--- src/rtl/imm_decode_stage_pkg.sv ---
// Shared definitions for the immediate decode stage: opcodes, format codes
// and the decoded-entry record that travels through the skid buffer.
package imm_decode_stage_pkg;

  localparam int IMM_MAX = 64;

  localparam logic [6:0] OPC_LOAD   = 7'b0000011;
  localparam logic [6:0] OPC_OP_IMM = 7'b0010011;
  localparam logic [6:0] OPC_JALR   = 7'b1100111;
  localparam logic [6:0] OPC_STORE  = 7'b0100011;
  localparam logic [6:0] OPC_BRANCH = 7'b1100011;
  localparam logic [6:0] OPC_LUI    = 7'b0110111;
  localparam logic [6:0] OPC_AUIPC  = 7'b0010111;
  localparam logic [6:0] OPC_JAL    = 7'b1101111;

  typedef enum logic [2:0] {
    FMT_I    = 3'd0,
    FMT_S    = 3'd1,
    FMT_B    = 3'd2,
    FMT_U    = 3'd3,
    FMT_J    = 3'd4,
    FMT_NONE = 3'd7
  } fmt_e;

  // The immediate is always carried at full 64-bit width; the stage slices
  // it down to XLEN at its outputs.
  typedef struct packed {
    logic [31:0]        instr;
    logic [IMM_MAX-1:0] imm;
    fmt_e               fmt;
    logic               illegal;
  } entry_t;

  function automatic entry_t reset_entry();
    entry_t e;
    e.instr   = '0;
    e.imm     = '0;
    e.fmt     = FMT_NONE;
    e.illegal = 1'b0;
    return e;
  endfunction

endpackage

--- src/rtl/imm_decode_stage_if.sv ---
// Fetch-side and execute-side handshake bundle of the immediate decode stage.
// The master modport is the surrounding pipeline, the slave modport the stage.
interface imm_decode_stage_if #(
  parameter int XLEN  = 64,
  parameter int CNT_W = 16
);
  logic              in_valid;
  logic              in_ready;
  logic [31:0]       in_instr;
  logic              out_valid;
  logic              out_ready;
  logic [31:0]       out_instr;
  logic [XLEN-1:0]   out_imm;
  logic [2:0]        out_fmt;
  logic              out_illegal;
  logic [CNT_W-1:0]  illegal_cnt;

  modport master (
    output in_valid, in_instr, out_ready,
    input  in_ready, out_valid, out_instr, out_imm, out_fmt, out_illegal, illegal_cnt
  );

  modport slave (
    input  in_valid, in_instr, out_ready,
    output in_ready, out_valid, out_instr, out_imm, out_fmt, out_illegal, illegal_cnt
  );
endinterface

--- src/rtl/imm_decode_stage_core.sv ---
// Combinational immediate decoder: instruction word -> decoded entry.
// Macro IMM_DECODE_UJ_EN enables LUI/AUIPC/JAL decoding; without it those
// opcodes are reported as illegal.
module imm_decode_core
  import imm_decode_stage_pkg::*;
#(
  parameter int XLEN = 64
) (
  input  logic [31:0] i_instr,
  output entry_t      o_entry
);

  logic w_s;
  assign w_s = i_instr[31];

  // Select the immediate layout from the opcode; unknown opcodes give a zero immediate.
  always_comb begin
    o_entry.instr   = i_instr;
    o_entry.imm     = '0;
    o_entry.fmt     = FMT_NONE;
    o_entry.illegal = 1'b1;
    case (i_instr[6:0])
      OPC_LOAD, OPC_OP_IMM, OPC_JALR: begin
        o_entry.imm     = {{52{w_s}}, i_instr[31:20]};
        o_entry.fmt     = FMT_I;
        o_entry.illegal = 1'b0;
      end
      OPC_STORE: begin
        o_entry.imm     = {{52{w_s}}, i_instr[31:25], i_instr[11:7]};
        o_entry.fmt     = FMT_S;
        o_entry.illegal = 1'b0;
      end
      OPC_BRANCH: begin
        o_entry.imm     = {{51{w_s}}, i_instr[31], i_instr[7], i_instr[30:25], i_instr[11:8], 1'b0};
        o_entry.fmt     = FMT_B;
        o_entry.illegal = 1'b0;
      end
`ifdef IMM_DECODE_UJ_EN
      OPC_LUI, OPC_AUIPC: begin
        o_entry.imm     = {{32{w_s}}, i_instr[31:12], 12'b0};
        o_entry.fmt     = FMT_U;
        o_entry.illegal = 1'b0;
      end
      OPC_JAL: begin
        o_entry.imm     = {{43{w_s}}, i_instr[31], i_instr[19:12], i_instr[20], i_instr[30:21], 1'b0};
        o_entry.fmt     = FMT_J;
        o_entry.illegal = 1'b0;
      end
`endif
      default: ;
    endcase
    if (XLEN == 32) begin
      o_entry.imm[IMM_MAX-1:32] = '0;
    end
  end

endmodule

--- src/rtl/imm_decode_stage.sv ---
// Immediate decode pipeline stage: decodes one instruction per cycle into a
// registered output backed by a one-entry skid register, so in_ready is a
// flop and never depends combinationally on out_ready. Also keeps a
// saturating count of accepted illegal instructions.
// Macro IMM_DECODE_UJ_EN (see imm_decode_core) enables U/J formats.
module imm_decode_stage
  import imm_decode_stage_pkg::*;
#(
  parameter int XLEN  = 64,
  parameter int CNT_W = 16
) (
  input  logic                  clk,
  input  logic                  rst,
  input  logic                  flush,
  imm_decode_stage_if.slave     bus
);

  localparam logic [1:0] S_EMPTY = 2'd0;
  localparam logic [1:0] S_ONE   = 2'd1;
  localparam logic [1:0] S_TWO   = 2'd2;

  logic [1:0]       r_state;
  logic [1:0]       w_next;
  entry_t           r_out;
  entry_t           r_skid;
  entry_t           w_dec;
  logic             r_in_ready;
  logic [CNT_W-1:0] r_cnt;
  logic             w_accept;
  logic             w_load_out_dec;
  logic             w_load_out_skid;
  logic             w_load_skid;

  imm_decode_core #(.XLEN(XLEN)) u_core (
    .i_instr (bus.in_instr),
    .o_entry (w_dec)
  );

  assign w_accept = bus.in_valid & r_in_ready;

  // Occupancy transitions and which register each new entry lands in.
  always_comb begin
    w_next          = r_state;
    w_load_out_dec  = 1'b0;
    w_load_out_skid = 1'b0;
    w_load_skid     = 1'b0;
    if (flush) begin
      w_next = S_EMPTY;
    end else begin
      case (r_state)
        S_EMPTY: begin
          if (w_accept) begin
            w_next         = S_ONE;
            w_load_out_dec = 1'b1;
          end
        end
        S_ONE: begin
          if (w_accept && bus.out_ready) begin
            w_load_out_dec = 1'b1;
          end else if (w_accept) begin
            w_next      = S_TWO;
            w_load_skid = 1'b1;
          end else if (bus.out_ready) begin
            w_next = S_EMPTY;
          end
        end
        S_TWO: begin
          if (bus.out_ready) begin
            w_next          = S_ONE;
            w_load_out_skid = 1'b1;
          end
        end
        default: w_next = S_EMPTY;
      endcase
    end
  end

  // Occupancy state and the registered ready, which is high whenever the skid slot is free.
  always_ff @(posedge clk or posedge rst) begin
    if (rst) begin
      r_state    <= S_EMPTY;
      r_in_ready <= 1'b1;
    end else begin
      r_state    <= w_next;
      r_in_ready <= (w_next != S_TWO);
    end
  end

  // Output and skid registers; the output reloads from the skid first to keep FIFO order.
  always_ff @(posedge clk or posedge rst) begin
    if (rst) begin
      r_out  <= reset_entry();
      r_skid <= reset_entry();
    end else begin
      if (w_load_out_dec) begin
        r_out <= w_dec;
      end else if (w_load_out_skid) begin
        r_out <= r_skid;
      end
      if (w_load_skid) begin
        r_skid <= w_dec;
      end
    end
  end

  // Saturating illegal counter; an instruction accepted during a flush is discarded and not counted.
  always_ff @(posedge clk or posedge rst) begin
    if (rst) begin
      r_cnt <= '0;
    end else if (w_accept && !flush && w_dec.illegal && (r_cnt != {CNT_W{1'b1}})) begin
      r_cnt <= r_cnt + {{(CNT_W-1){1'b0}}, 1'b1};
    end
  end

  assign bus.in_ready    = r_in_ready;
  assign bus.out_valid   = (r_state != S_EMPTY);
  assign bus.out_instr   = r_out.instr;
  assign bus.out_imm     = r_out.imm[XLEN-1:0];
  assign bus.out_fmt     = r_out.fmt;
  assign bus.out_illegal = r_out.illegal;
  assign bus.illegal_cnt = r_cnt;

endmodule

--- src/flat_wrapper.sv ---
// flat-port wrapper written by rule: the top's interface ports become plain ports
module imm_decode_stage_flat import imm_decode_stage_pkg::*;
#(
  parameter int XLEN  = 64,
  parameter int CNT_W = 16
)
  (clk, rst, flush, bus_in_valid, bus_in_instr, bus_out_ready, bus_in_ready, bus_out_valid, bus_out_instr, bus_out_imm, bus_out_fmt, bus_out_illegal, bus_illegal_cnt);
  imm_decode_stage_if #(.XLEN(XLEN), .CNT_W(CNT_W)) bus_i ();
  input  logic clk;
  input  logic rst;
  input  logic flush;
  input wire logic [$bits(bus_i.in_valid)-1:0] bus_in_valid;
  input wire logic [$bits(bus_i.in_instr)-1:0] bus_in_instr;
  input wire logic [$bits(bus_i.out_ready)-1:0] bus_out_ready;
  output wire logic [$bits(bus_i.in_ready)-1:0] bus_in_ready;
  output wire logic [$bits(bus_i.out_valid)-1:0] bus_out_valid;
  output wire logic [$bits(bus_i.out_instr)-1:0] bus_out_instr;
  output wire logic [$bits(bus_i.out_imm)-1:0] bus_out_imm;
  output wire logic [$bits(bus_i.out_fmt)-1:0] bus_out_fmt;
  output wire logic [$bits(bus_i.out_illegal)-1:0] bus_out_illegal;
  output wire logic [$bits(bus_i.illegal_cnt)-1:0] bus_illegal_cnt;
  assign bus_i.in_valid = bus_in_valid;
  assign bus_i.in_instr = bus_in_instr;
  assign bus_i.out_ready = bus_out_ready;
  assign bus_in_ready = bus_i.in_ready;
  assign bus_out_valid = bus_i.out_valid;
  assign bus_out_instr = bus_i.out_instr;
  assign bus_out_imm = bus_i.out_imm;
  assign bus_out_fmt = bus_i.out_fmt;
  assign bus_out_illegal = bus_i.out_illegal;
  assign bus_illegal_cnt = bus_i.illegal_cnt;
  imm_decode_stage #(.XLEN(XLEN), .CNT_W(CNT_W)) u_core (.clk(clk), .rst(rst), .flush(flush), .bus(bus_i));
endmodule
--- config.mk ---
export PLATFORM = sky130hd
export DESIGN_NAME = imm_decode_stage_flat
export DESIGN_NICKNAME = d
export VERILOG_FILES = /design/src/rtl/imm_decode_stage_pkg.sv /design/src/rtl/imm_decode_stage_if.sv /design/src/rtl/imm_decode_stage_core.sv /design/src/rtl/imm_decode_stage.sv /design/src/flat_wrapper.sv
export SDC_FILE = /design/constraint.sdc
export NUM_CORES = 1
export LEC_CHECK = 0
export BUFFER_PORTS_ARGS = -buffer_cell sky130_fd_sc_hd__buf_2
export CORE_MARGIN = 2
export CORE_UTILIZATION = 55
export DETAILED_ROUTE_END_ITERATION = 10
export MAX_ROUTING_LAYER = met4
export PLACE_DENSITY = 0.78
export SKIP_LAST_GASP = 1
export SLEW_MARGIN = 10
export SYNTH_ARGS = -nofsm -noshare
export SYNTH_HDL_FRONTEND = slang
export SYNTH_HIERARCHICAL = 1
export SYNTH_SLANG_ARGS = --single-unit
--- constraint.sdc ---
create_clock -name clk -period 9.2 [get_ports clk]
set_input_delay 0 -clock clk [delete_from_list [all_inputs] [get_ports clk]]
set_output_delay 0 -clock clk [all_outputs]
set_load 0.01 [all_outputs]
## Word-level counts from Yosys, hierarchy flattened

Cells that the tools add are included.

- Add/subtract/negate cells: 1
- Eq/ne operators: 9
- Multiplexer cells: 20
- Bitwise gates (word level): 1
- Reductions and logical operators: 9

Operator list:

| cell | number |
|---|---|
| $pmux W68 S3 | 1 |
| $mux W100 | 2 |
| $add A16 B1 Y16 const B | 1 |
| $ne A16 B16 Y1 const B | 1 |
| $eq A7 B7 Y1 const B | 2 |
| $mux W2 | 6 |
| $mux W1 | 9 |
| $eq A7 B2 Y1 const B | 1 |
| $eq A7 B5 Y1 const B | 1 |
| $eq A7 B6 Y1 const B | 1 |
| $pmux W2 S3 | 1 |
| $logic_and A1 B1 Y1 | 4 |
| $reduce_bool A2 Y1 | 2 |
| $reduce_or A3 Y1 | 1 |
| $eq A2 B1 Y1 const B | 1 |
| $eq A2 B2 Y1 const B | 1 |
| $logic_not A2 Y1 | 1 |
| $ne A2 B2 Y1 const B | 1 |
| $pmux W1 S2 | 1 |
| $and A1 B1 Y1 | 1 |
| $logic_not A1 Y1 | 1 |

- Register bits: 219
- Word-level logic and storage cells: 51

## Depth between registers and ports, before layout

Gate-level depths: netlist of the first run.

- Word-level depth: 6
- Gate-level depth with buffers: 8

## Hierarchy

The synthesis of the first run kept the hierarchy.

Modules (own cells, without submodules):

| module | times used | cells each | area an instance (sq um) | sequential area each (sq um) |
|---|---|---|---|---|
| imm_decode_stage | 1 | 735 | 9,243.9 | 5,489.0 |
| imm_decode_core | 1 | 123 | 895.9 | 0.0 |

## Worst setup path before layout of the first run

Ideal clock, no wire load.

- Path type: input to register
- From: input bus_in_instr[3]
- To: register u_core/r_skid[17] (netlist bit)
- Data arrival time: 2,430 ps
- Data required time: 9,136 ps
- Slack: 6,706 ps
- Stages on the path: 5
- Path through: and3b_1 -> nand2_1 -> nor2_1 -> buf_4 -> mux2_2

RTL lines:

| element | line | source |
|---|---|---|
| start: declaration | flat_wrapper.sv:13 | `input wire logic [$bits(bus_i.in_instr)-1:0] bus_in_instr;` |
| end signal: assignment | imm_decode_stage.sv:93 | `r_skid <= reset_entry();` |
| end signal: assignment | imm_decode_stage.sv:101 | `r_skid <= w_dec;` |
| end: declaration | imm_decode_stage.sv:25 | `entry_t r_skid;` |

## Worst setup path in the final report of the first run

- From: register u_core.r_state[1]
- To: register u_core.r_out (netlist bit u_core/bus.out_instr[1])

- Word-level cells in the longest chain between the ends: 4

Ends and longest elaborated chain:

| element | line | source |
|---|---|---|
| start: declaration | imm_decode_stage.sv:22 | `logic [1:0] r_state;` |
| start signal: assignment | imm_decode_stage.sv:84 | `r_state <= w_next;` |
| $eq A2 B1 Y1 (tied with other cells) | imm_decode_stage.sv:50 | `case (r_state)` |
| $pmux W1 S2 or $mux W1 (tied branches) | imm_decode_stage.sv:50 |  |
| $mux W1 | imm_decode_stage.sv:47 | `if (flush) begin` |
| $mux W100 or $reduce_bool A2 Y1 (tied branches) | - |  |
| end signal: assignment | imm_decode_stage.sv:92 | `r_out <= reset_entry();` |
| end signal: assignment | imm_decode_stage.sv:96 | `r_out <= w_dec;` |
| end signal: assignment | imm_decode_stage.sv:98 | `r_out <= r_skid;` |
| end: declaration | imm_decode_stage.sv:24 | `entry_t r_out;` |

Parallel ways exist; a longest one is shown, timed or not.
A chain may end at the register's enable or synchronous reset.

==> summary.txt, run 1 <==
Placement
  • IO Port Bufs: 154
  • Placed inst area: 10410 sq um
  • Pre-CTS setup slack: 6.118 ns
  • RD Place Congestion: 0.8048
  • Hpwl dp: 11.49 mm

Timing
  • Setup violators final: 0
  • Max-slew violations: 0
  • Hold slack: 0.06679 ns
  • F_max: 316.3 MHz
  • RSZ-0062 raised after global routing: false
  • Worst-Margin Slew: 1.108 ns
  • Final min period: 3.162 ns
  • Clk_skew: 0.005118 ns
  • Final Cycle Share: 0.3437
  • Fin Setup TNS: 0 ns
  • Final hold violation count: 0
  • Worst setup margin: 6.038 ns
  • Slew headroom: 0.2613

GRT
  • Largest net degree at the start of global routing: 138
  • GRT overflow: 0
  • First-pass GRT wire length: 32.87 mm
  • Initial antenna violation count: 0
  • Vias in the first global route: 6383
  • Total track usage: 0.2080

Finish
  • Design area: 11550 sq um
  • N_diodes: 0
  • Nets: 989
  • P&R area growth vs syn: 13.87%
  • Share of layout cells above drive strength 1: 0.3354

Synthesis
  • Syn_nets: 896
  • Ys flop type: dfrtp_1
  • Number of synthesized flops with an enable pin: 0
  • Post-synthesis async set-or-reset flop share: 1.000
  • Syn Area/Cell: 11.82 sq um
  • Post-Synthesis Cell Area: 10140 sq um
  • Library cells used by synthesis: 48
  • Sequential fraction of the synthesis area: 0.5413
  • Synth Register Bits: 219
  • Syn. warnings: 6
  • Synthesized instance count: 858

Critical path
  • Worst Path Arrival: 3.48 ns
  • CP max stage delay: 0.94 ns
  • Critical path class: flop to flop
  • Critical Path, Cell by Cell: nor2b_1 > and3b_4 > buf_4 > mux2i_1 > o21ai_0
  • CP Capture Type: flop
  • CP Launch Type: flop
  • Crit path max-delay cell type: and3b_4
  • Bufs and invs on worst path: 1
  • Worst Path Required: 9.52 ns
  • Worst-path fanout max: 52
  • Cell family with most CP delay: simple AND/OR/NAND/NOR gates

Drt
  • Drt pass-1 iters: 5
  • Violation count after the first detailed-route iteration: 402
  • Vias per inst: 5.413
  • Vias: 6468
  • Final wirelength: 19.74 mm
  • Post-route DRC: 0
  • Antenna Violating Nets Remaining: 0
  • DR WL/cell: 16.51 um

Clock tree
  • Sink Count: 219
  • TritonCTS Buffers: 23
  • Clock transition at path regs: 0.06 ns
  • CTS Root Cell: clkbuf_16
  • H-tree lvl count: 1
  • CTS tree: built
  • Worst-skew pair later-pin latency: 0.50 ns
  • Post-CTS setup buffers: 0
  • CTS max path bufs: 3
  • PostCTS Resize Cnt: 0
  • CTS Hold Buffers Added: 36

Floorplanning
  • # IOs: 155
  • Initial Util: 0.5625
  • Total die area: 19540 sq um
  • Row count: 49
  • Die height: 139.8 um
  • Core ar.: 18020 sq um
  • Die W: 139.8 um

Run status
  • Outcome: finished, final reports clean

Pwr
  • Max VDD drop: 0.0001623 V
  • Power per cell area: 204.9 nW/um^2
  • Total power: 2366 uW
  • Leak Pwr: 0.005426 uW

Hold path
  • Type of the most critical hold path: primary input to flop

Job
  • Total of max-cap violations: 0
-- worst min-delay path, cell delays in order --
cell and delay, ns:
buf_2 0.12, nand4b_1 0.14, nor4_2 0.10, o21a_1 0.17
-- cell families after synthesis --
kind of cell,share of synthesized area
flip-flops,0.5413
multiplexers,0.2113
AND/OR/NAND/NOR,0.07897
buffers and inverters,0.08847
AO/OA/AOI/OAI,0.06750
XOR/XNOR,0.01123
adder cells (fa/ha/maj),0.001234
-- area by class of cell --
cell class,instances,area [sq um]
inverter,7,33.78
fill,1382,6479
sequential,219,5489
clock buffer,34,696.9
tap,229,286.5
clock inverter,6,82.58
multi-input combinational,504,3781
timing repair buffer,196,1176
-- flip-flops by register name, indices dropped and copies added, names as in the netlist --
| register | flops |
|---|---|
| u_core/bus.in_ready | 1 |
| u_core/bus.out_imm | 64 |
| u_core/bus.out_instr | 32 |
| u_core/r_skid | 100 |
| u_core/bus.out_illegal | 1 |
| u_core/bus.illegal_cnt | 16 |
| u_core/bus.out_fmt | 3 |
| u_core/r_state | 2 |
-- where the power goes --
group	switching, uW	total [uW]	internal [uW]
sequential	68.4	1140	1070
clock	361	938	577
combinational	149	285	136
total	578	2370	1790
-- worst paths after layout --
path / start / to / slack, ns / cells after the start
max in group asynchronous: rst / u_core/r_skid[65]$_DFFE_PP0P_ / 7.27 / 4
hold reg to reg: u_core/r_skid[31]$_DFFE_PP0P_ / u_core/r_skid[31]$_DFFE_PP0P_ / 0.50 / 1
hold / removal: bus_in_valid / u_core/bus.illegal_cnt[9]$_DFFE_PP0P_ / 0.07 / 4
setup / recovery: u_core/r_state[1]$_DFF_PP0_ / u_core/bus.out_instr[1]$_DFFE_PP0P_ / 6.04 / 5
min in group asynchronous: rst / u_core/bus.out_imm[38]$_DFFE_PP0P_ / 0.23 / 3
setup reg to reg: u_core/r_state[1]$_DFF_PP0_ / u_core/bus.out_instr[1]$_DFFE_PP0P_ / 6.04 / 5
-- per-stage QoR --
| step | instances | util |
|---|---|---|
| 2_1_floorplan | 858 | - |
| 3_3_place_gp | 1119 | 0.5773 |
| 3_5_place_dp | 1119 | 0.5773 |
| 4_1_cts | 1195 | 0.6406 |
| 5_1_grt | 1195 | 0.6406 |
| 6_report | 1195 | 0.6406 |
-- synthesized netlist by cell type, types with 3 or more instances --
master | n | area (sq um)
nand2_1 | 109 | 409.1
xnor2_1 | 3 | 26.28
buf_2 | 21 | 105.1
and2_1 | 6 | 37.54
buf_4 | 95 | 713.2
dfstp_2 | 7 | 183.9
o21ai_0 | 103 | 515.5
nor3_1 | 3 | 15.01
nand3_1 | 7 | 35.03
mux2i_1 | 100 | 1001
nor2_1 | 13 | 48.80
nand2b_1 | 3 | 18.77
inv_1 | 7 | 26.28
clkbuf_1 | 11 | 41.29
dfrtp_1 | 212 | 5305
mux2_2 | 100 | 1126
a22o_1 | 4 | 35.03
or2_2 | 3 | 18.77
xor2_1 | 10 | 87.58
-- placed cells by master, fill, tap and decap left out, types with 4 or more instances in the layout --
cell	count
a22o_1	4
and2_1	6
buf_2	154
buf_4	6
clkbuf_16	23
clkbuf_8	8
dfrtp_1	212
dfstp_2	7
dlygate4sd3_1	36
inv_1	6
mux2_2	100
mux2i_1	100
nand2_1	108
nand3_1	7
nor2_1	12
o21ai_0	103
xor2_1	10
-- layer usage --
layer	share of wire	track usage
met1	0.45	0.2813
met5	0	-
met2	0.48	0.3258
met3	0.049	0.03751
met4	0.025	0.05895
No activity file was read; power rests on OpenSTA's default activity.
==> inputs of run 2 (changes only) <==
==> constraint.sdc (replaced) <==
create_clock -name clk -period 3.3 [get_ports clk]
set_input_delay 0 -clock clk [delete_from_list [all_inputs] [get_ports clk]]
set_output_delay 0 -clock clk [all_outputs]
set_load 0.01 [all_outputs]
==> run 2 against run 1 <==
Effect of this change:
- via count barely moved
- highest routed layer unchanged
- wire length rose by 1.5%
- total power rose to 2.9 times the previous value
- combinational power rose to 2.8 times the previous value
- register-to-register slack got worse by 5.1 ns
==> summary.txt, run 2 (synthesized netlist as in run 1, its figures left out) <==
Run status
  • Outcome: finished, final reports clean

Pwr
  • Combinational share of power: 0.120
  • Net Switching: 1659 uW
  • Internal power: 5098 uW
  • Flop pwr share: 0.473
  • Max VDD drop: 0.0003572 V
  • Power per cell area: 577.4 nW/um^2
  • Clk pwr share: 0.408
  • Total power: 6757 uW
  • Leak Pwr: 0.005494 uW
  • Sw Ratio: 0.2455

Critical path
  • Worst Path Arrival: 2.73 ns
  • CP Launch Type: flop
  • Critical path class: flop to flop
  • Worst-path fanout max: 69
  • Worst Path Required: 3.69 ns
  • CP Capture Type: flop
  • R2r startpoint: u_core/bus.in_ready$_DFF_PP1_
  • R2R setup slack: 0.95 ns
  • R2R cell count: 5
  • Critical register-to-register path endpoint: u_core/r_skid[57]$_DFFE_PP0P_

Clock tree
  • Sink Count: 219
  • Clock transition at path regs: 0.06 ns
  • CTS tree: built
  • Worst-skew pair later-pin latency: 0.50 ns
  • H-tree lvl count: 1
  • Post-CTS setup buffers: 0
  • TritonCTS Buffers: 25
  • CTS Root Cell: clkbuf_16
  • CTS max path bufs: 3

Timing
  • Worst setup margin: 0.9508 ns
  • Clk_skew: 0.008738 ns
  • F_max: 425.7 MHz
  • RSZ-0062 raised after global routing: false
  • Hold slack: 0.05322 ns
  • Final hold violation count: 0
  • Setup violators final: 0
  • Slew headroom: 0.3508
  • Final min period: 2.349 ns
  • Max-slew violations: 0
  • Fin Setup TNS: 0 ns
  • Final Cycle Share: 0.7119
  • Worst-Margin Slew: 0.9718 ns

Drt
  • Post-route DRC: 0
  • DR WL/cell: 16.65 um
  • Vias: 6464
  • Drt pass-1 iters: 4
  • Final wirelength: 20.03 mm
  • Vias per inst: 5.373
  • Antenna Violating Nets Remaining: 0
  • Violation count after the first detailed-route iteration: 374

Hold path
  • Type of the most critical hold path: primary input to flop
  • Hold Startpoint: bus_in_valid
  • Hold path depth: 4
  • Worst hold path endpoint: u_core/bus.illegal_cnt[9]$_DFFE_PP0P_

Finish
  • Share of layout cells above drive strength 1: 0.3378
  • Max reg flops: 100
  • Layout Utilization: 0.6492
  • P&R area growth vs syn: 15.40%
  • Nets: 994
  • Commonest non-fill, non-tap cell in the layout: dfrtp_1
  • Most frequent cells in the layout: dfrtp_1, buf_2, nand2_1, o21ai_0
  • Largest register by flop count: u_core/r_skid
  • N_diodes: 0

Floorplanning
  • Core ar.: 18020 sq um
  • # IOs: 155
  • Die height: 139.8 um
  • Total die area: 19540 sq um
  • Initial Util: 0.5625
  • Row count: 49
  • Die W: 139.8 um

GRT
  • Total track usage: 0.2138
  • Met2 Usage GRT: 0.3368
  • GRT overflow: 0
  • Initial antenna violation count: 0
  • Vias in the first global route: 6514
  • First-pass GRT wire length: 33.69 mm
  • GR peak layer: met2
  • Largest net degree at the start of global routing: 201
  • Met1 Use GR: 0.2924
  • M3 GR Usage: 0.03579

Placement
  • RD Place Congestion: 0.8175
  • Pre-CTS setup slack: 0.9862 ns
  • Hpwl dp: 11.76 mm
  • IO Port Bufs: 154

Job
  • Total of max-cap violations: 0
-- run 2: area by class of cell --
cell class,count,area [sq um]
sequential,219,5489
fill,1372,6324
timing repair buffer,199,1286
clock inverter,10,125.1
inverter,7,30.03
clock buffer,35,703.2
tap,229,286.5
multi-input combinational,504,3781
-- run 2: timing repair --
action,CTS,global route
hold buffers,36,0
resized for setup,0,0
hold endpoints to repair,123,0
-- run 2: critical path, cell delays in order, from the launching register on --
cell     delay [ns]
dfstp_2        0.54
nand2_1        0.12
nor3b_1        0.42
nand2_4        0.38
buf_12         0.34
mux2_2         0.34
-- run 2: how the worst max path moves through the flow --
stage,from,end,slack (ns),depth (start not counted)
final,u_core/bus.in_ready$_DFF_PP1_,u_core/r_skid[57]$_DFFE_PP0P_,0.95,5
after global routing,u_core/bus.in_ready$_DFF_PP1_,u_core/r_skid[69]$_DFFE_PP0P_,0.90,5
after CTS,u_core/bus.in_ready$_DFF_PP1_,u_core/r_skid[87]$_DFFE_PP0P_,0.97,5
after detailed placement,u_core/bus.in_ready$_DFF_PP1_,u_core/r_skid[73]$_DFFE_PP0P_,0.99,5
after global placement,u_core/bus.in_ready$_DFF_PP1_,u_core/r_skid[81]$_DFFE_PP0P_,1.08,5
after floorplan,rst,u_core/bus.illegal_cnt[0]$_DFFE_PP0P_,0.45,1
-- run 2: metrics by stage --
| step | instances | instance area (sq um) |
|---|---|---|
| finish | 1203 | 11700 |
| global route | 1203 | 11700 |
| CTS | 1203 | 11700 |
| detailed placement | 1122 | 10510 |
| global placement | 1122 | 10510 |
| floorplan | 858 | 10140 |
-- run 2: power groups by stage --
stage	clock (uW)	combinational [uW]	sequential [uW]
4_1_cts	2830	813	3190
6_report	2760	808	3190
3_5_place_dp	0	776	3230
3_3_place_gp	0	746	3220
2_1_floorplan	0	477	3260
5_1_grt	2940	898	3230
-- run 2: layer usage --
metal	share of wire	vias up
li1	-	3088
met3	0.049	30
met2	0.48	148
met4	0.019	0
met1	0.46	3198
met5	0	-
==> inputs of run 3 (changes only) <==
--- a/config.mk
+++ b/config.mk
@@ -5,12 +5,13 @@
 export SDC_FILE = /design/constraint.sdc
 export NUM_CORES = 1
 export LEC_CHECK = 0
+export ABC_AREA = 1
 export BUFFER_PORTS_ARGS = -buffer_cell sky130_fd_sc_hd__buf_2
 export CORE_MARGIN = 2
 export CORE_UTILIZATION = 55
 export DETAILED_ROUTE_END_ITERATION = 10
 export MAX_ROUTING_LAYER = met4
-export PLACE_DENSITY = 0.78
+export PLACE_DENSITY = 0.77
 export SKIP_LAST_GASP = 1
 export SLEW_MARGIN = 10
 export SYNTH_ARGS = -nofsm -noshare
==> constraint.sdc (replaced) <==
create_clock -name clk -period 2.4 [get_ports clk]
set_input_delay 0 -clock clk [delete_from_list [all_inputs] [get_ports clk]]
set_output_delay 0 -clock clk [all_outputs]
set_load 0.01 [all_outputs]
==> run 3 against run 2 <==
Effect of this change:
- die area up 6.7%
- flip-flop and latch count did not move
- critical endpoint is now u_core/bus.illegal_cnt[7]$_DFFE_PP0P_
- total power rose by 52%
- first-iteration DRC count grew 81%
- non-clock buffer count up 14
- largest cell class unchanged
- via count is 34% higher
- final area is 6.1% higher
- register-to-register slack got worse by 0.46 ns
- combinational power rose to 2.5 times the previous value
- sequential power up 45%
- cell count increased by 41%
==> summary.txt, run 3 <==
Run status
  • Outcome: finished, final reports clean

GRT
  • Vias in the first global route: 8251
  • Initial antenna violation count: 1
  • Total track usage: 0.2410
  • GRT overflow: 0
  • Largest net degree at the start of global routing: 135
  • First-pass GRT wire length: 39.70 mm

Critical path
  • Worst Path Required: 2.85 ns
  • Critical Path Stages: 13
  • Worst Path Arrival: 2.37 ns
  • Worst path most repeated cell: nand2_1
  • Worst-path fanout max: 18
  • CP Capture Type: flop
  • Bufs and invs on worst path: 5
  • Critical Path, Cell by Cell: dlygate4sd3_1 > buf_2 > nand2_1 > nor2_1 > nand2_1 > nand3_4 > inv_1 > inv_1 > nor3_2 > o21ai_4 > inv_4 > nand2_1 > nand2_1
  • Crit path max-delay cell type: dlygate4sd3_1
  • Cell family with most CP delay: buffers and inverters
  • CP max stage delay: 0.54 ns
  • Critical path class: primary input to flop
  • CP Launch Type: primary input
  • R2R cell count: 8

Timing
  • Final Cycle Share: 0.7988
  • Fin Setup TNS: 0 ns
  • F_max: 521.6 MHz
  • Setup violators final: 0
  • RSZ-0062 raised after global routing: false
  • Max-slew violations: 0
  • Final min period: 1.917 ns
  • Final hold violation count: 0
  • Worst-Margin Slew: 0.6854 ns
  • Slew headroom: 0.5421
  • Clk_skew: 0.009176 ns

Finish
  • Most frequent cells in the layout: nand2_1, dfrtp_1, inv_1, buf_2, o21ai_1
  • Largest register by flop count: u_core/r_skid
  • Commonest non-fill, non-tap cell in the layout: nand2_1
  • Nets: 1456
  • P&R area growth vs syn: 14.55%
  • Share of layout cells above drive strength 1: 0.2056
  • Design area: 12420 sq um
  • Max reg flops: 100
  • Layout Utilization: 0.6400

Pwr
  • Power per cell area: 826.8 nW/um^2
  • Total power: 10270 uW
  • Leak Pwr: 0.006418 uW
  • Max VDD drop: 0.0004434 V

Synthesis
  • Post-synth top area share: 0.4894
  • Number of synthesized flops with an enable pin: 0
  • Synth Register Bits: 219
  • Post-synthesis async set-or-reset flop share: 1.000
  • Syn Area/Cell: 8.119 sq um
  • Most numerous cell in the Yosys netlist: nand2_1
  • Synth area leaders: dfrtp_1, nand2_1, o21ai_1, buf_4, inv_1
  • Ys flop type: dfrtp_1
  • Sequential fraction of the synthesis area: 0.5064
  • Post-synth top cells: nand2_1, dfrtp_1, inv_1
  • Area leader, netlist: dfrtp_1
  • Syn. warnings: 6
  • Library cells used by synthesis: 28
  • Synthesized instance count: 1335
  • Post-Synthesis Cell Area: 10840 sq um
  • Syn_nets: 1373

Drt
  • Post-route DRC: 0
  • DR WL/cell: 14.11 um
  • Vias per inst: 5.095
  • Met2 wire length: 11.27 mm
  • WL met1: 10.70 mm
  • Vias: 8666
  • Met3 wire len: 1.349 mm
  • Violation count after the first detailed-route iteration: 677
  • Drt pass-1 iters: 7
  • Top layer in use: met4
  • Antenna Violating Nets Remaining: 0
  • Final wirelength: 24.00 mm

Clock tree
  • Sink Count: 219
  • CTS max path bufs: 3
  • Post-CTS setup buffers: 0
  • Worst-skew pair later-pin latency: 0.51 ns
  • H-tree lvl count: 1
  • Clock transition at path regs: 0.06 ns
  • TritonCTS Buffers: 24
  • CTS Root Cell: clkbuf_16
  • CTS tree: built

Placement
  • Hpwl dp: 14.66 mm
  • IO Port Bufs: 154
  • RD Place Congestion: 0.8327
  • Placed inst area: 11260 sq um

Floorplanning
  • Initial Util: 0.5588
  • Die W: 144.4 um
  • Core ar.: 19400 sq um
  • Die height: 144.4 um
  • Total die area: 20850 sq um
  • # IOs: 155
  • Row count: 51

Hold path
  • Type of the most critical hold path: primary input to async pin

Job
  • Total of max-cap violations: 0
-- run 3: changes by cell type after synthesis, sizes merged, moves of 53 or more --
| cell | previous run | this run |
|---|---|---|
| nand3 | 7 | 110 |
| inv | 7 | 231 |
| mux2i | 100 | 0 |
| nor2 | 13 | 82 |
| nand2 | 109 | 261 |
| o21ai | 103 | 156 |
| mux2 | 101 | 0 |
-- run 3: path summary, 6_finish.rpt --
check                      slack (ns)                             startpoint                                     to
max in group asynchronous        1.38                                    rst     u_core/bus.out_imm[58]$_DFFE_PP0P_
min in group clk                 0.26                       bus_in_instr[15]   u_core/bus.out_instr[15]$_DFFE_PP0P_
max reg2reg                      0.49  u_core/bus.illegal_cnt[0]$_DFFE_PP0P_  u_core/bus.illegal_cnt[7]$_DFFE_PP0P_
min                              0.16                                    rst     u_core/bus.out_imm[52]$_DFFE_PP0P_
min reg2reg                      0.47           u_core/r_skid[3]$_DFFE_PP1P_           u_core/r_skid[3]$_DFFE_PP1P_
max                              0.48                        bus_in_instr[1]  u_core/bus.illegal_cnt[7]$_DFFE_PP0P_
-- run 3: cells by family after synthesis --
logic type | synth area share
buf+inv | 0.1726
fa+ha+maj | 0.001154
xor+xnor | 0.005656
simple gates | 0.1818
compound gates | 0.1324
flops | 0.5064
-- run 3: tightest hold or removal path: cells and delay by family --
kind / cells / cell delay (ns)
buf+inv: 3 / 1.13
-- run 3: power breakdown --
part | switching [uW] | leakage [uW] | internal (uW) | total (uW)
clock network | 1420 | 0.000378 | 2170 | 3590
registers | 311 | 0.00264 | 4330 | 4640
logic | 1220 | 0.00340 | 815 | 2030
-- run 3: metal layers --
metal / global-route usage / vias to the layer above
li1: - / 4309
met4: 0.07869 / 0
met5: - / -
met1: 0.3156 / 4086
met3: 0.04503 / 58
met2: 0.3831 / 213
-- run 3: cell type report --
class | instances | area, sq um
clock buffers | 40 | 732.0
inverters | 231 | 873.3
flip-flops and latches | 219 | 5489
repair buffers | 213 | 1446
diodes | 1 | 2.502
multi-input cells | 729 | 3497
well taps | 265 | 331.6
clock inverters | 3 | 43.79
fillers | 1638 | 6983
-- run 3: stage by stage --
step | hold WS, ns | worst slack [ns] | instances
final | 0.1600 | 0.4830 | 1701
after global routing | 0.1894 | 0.3052 | 1701
after CTS | 0.1587 | 0.5461 | 1700
after detailed placement | 0.1323 | 0.5468 | 1619
after global placement | 0.1382 | 0.5910 | 1619
after floorplan | 0.1442 | -0.4484 | 1335
-- run 3: repair_timing --
| item | 4_1_cts | 5_1_grt |
|---|---|---|
| hold buffers | 38 | 0 |
| hold endpoints to repair | 118 | 0 |
| resized for setup | 0 | 0 |
| setup endpoints to repair | 0 | 0 |
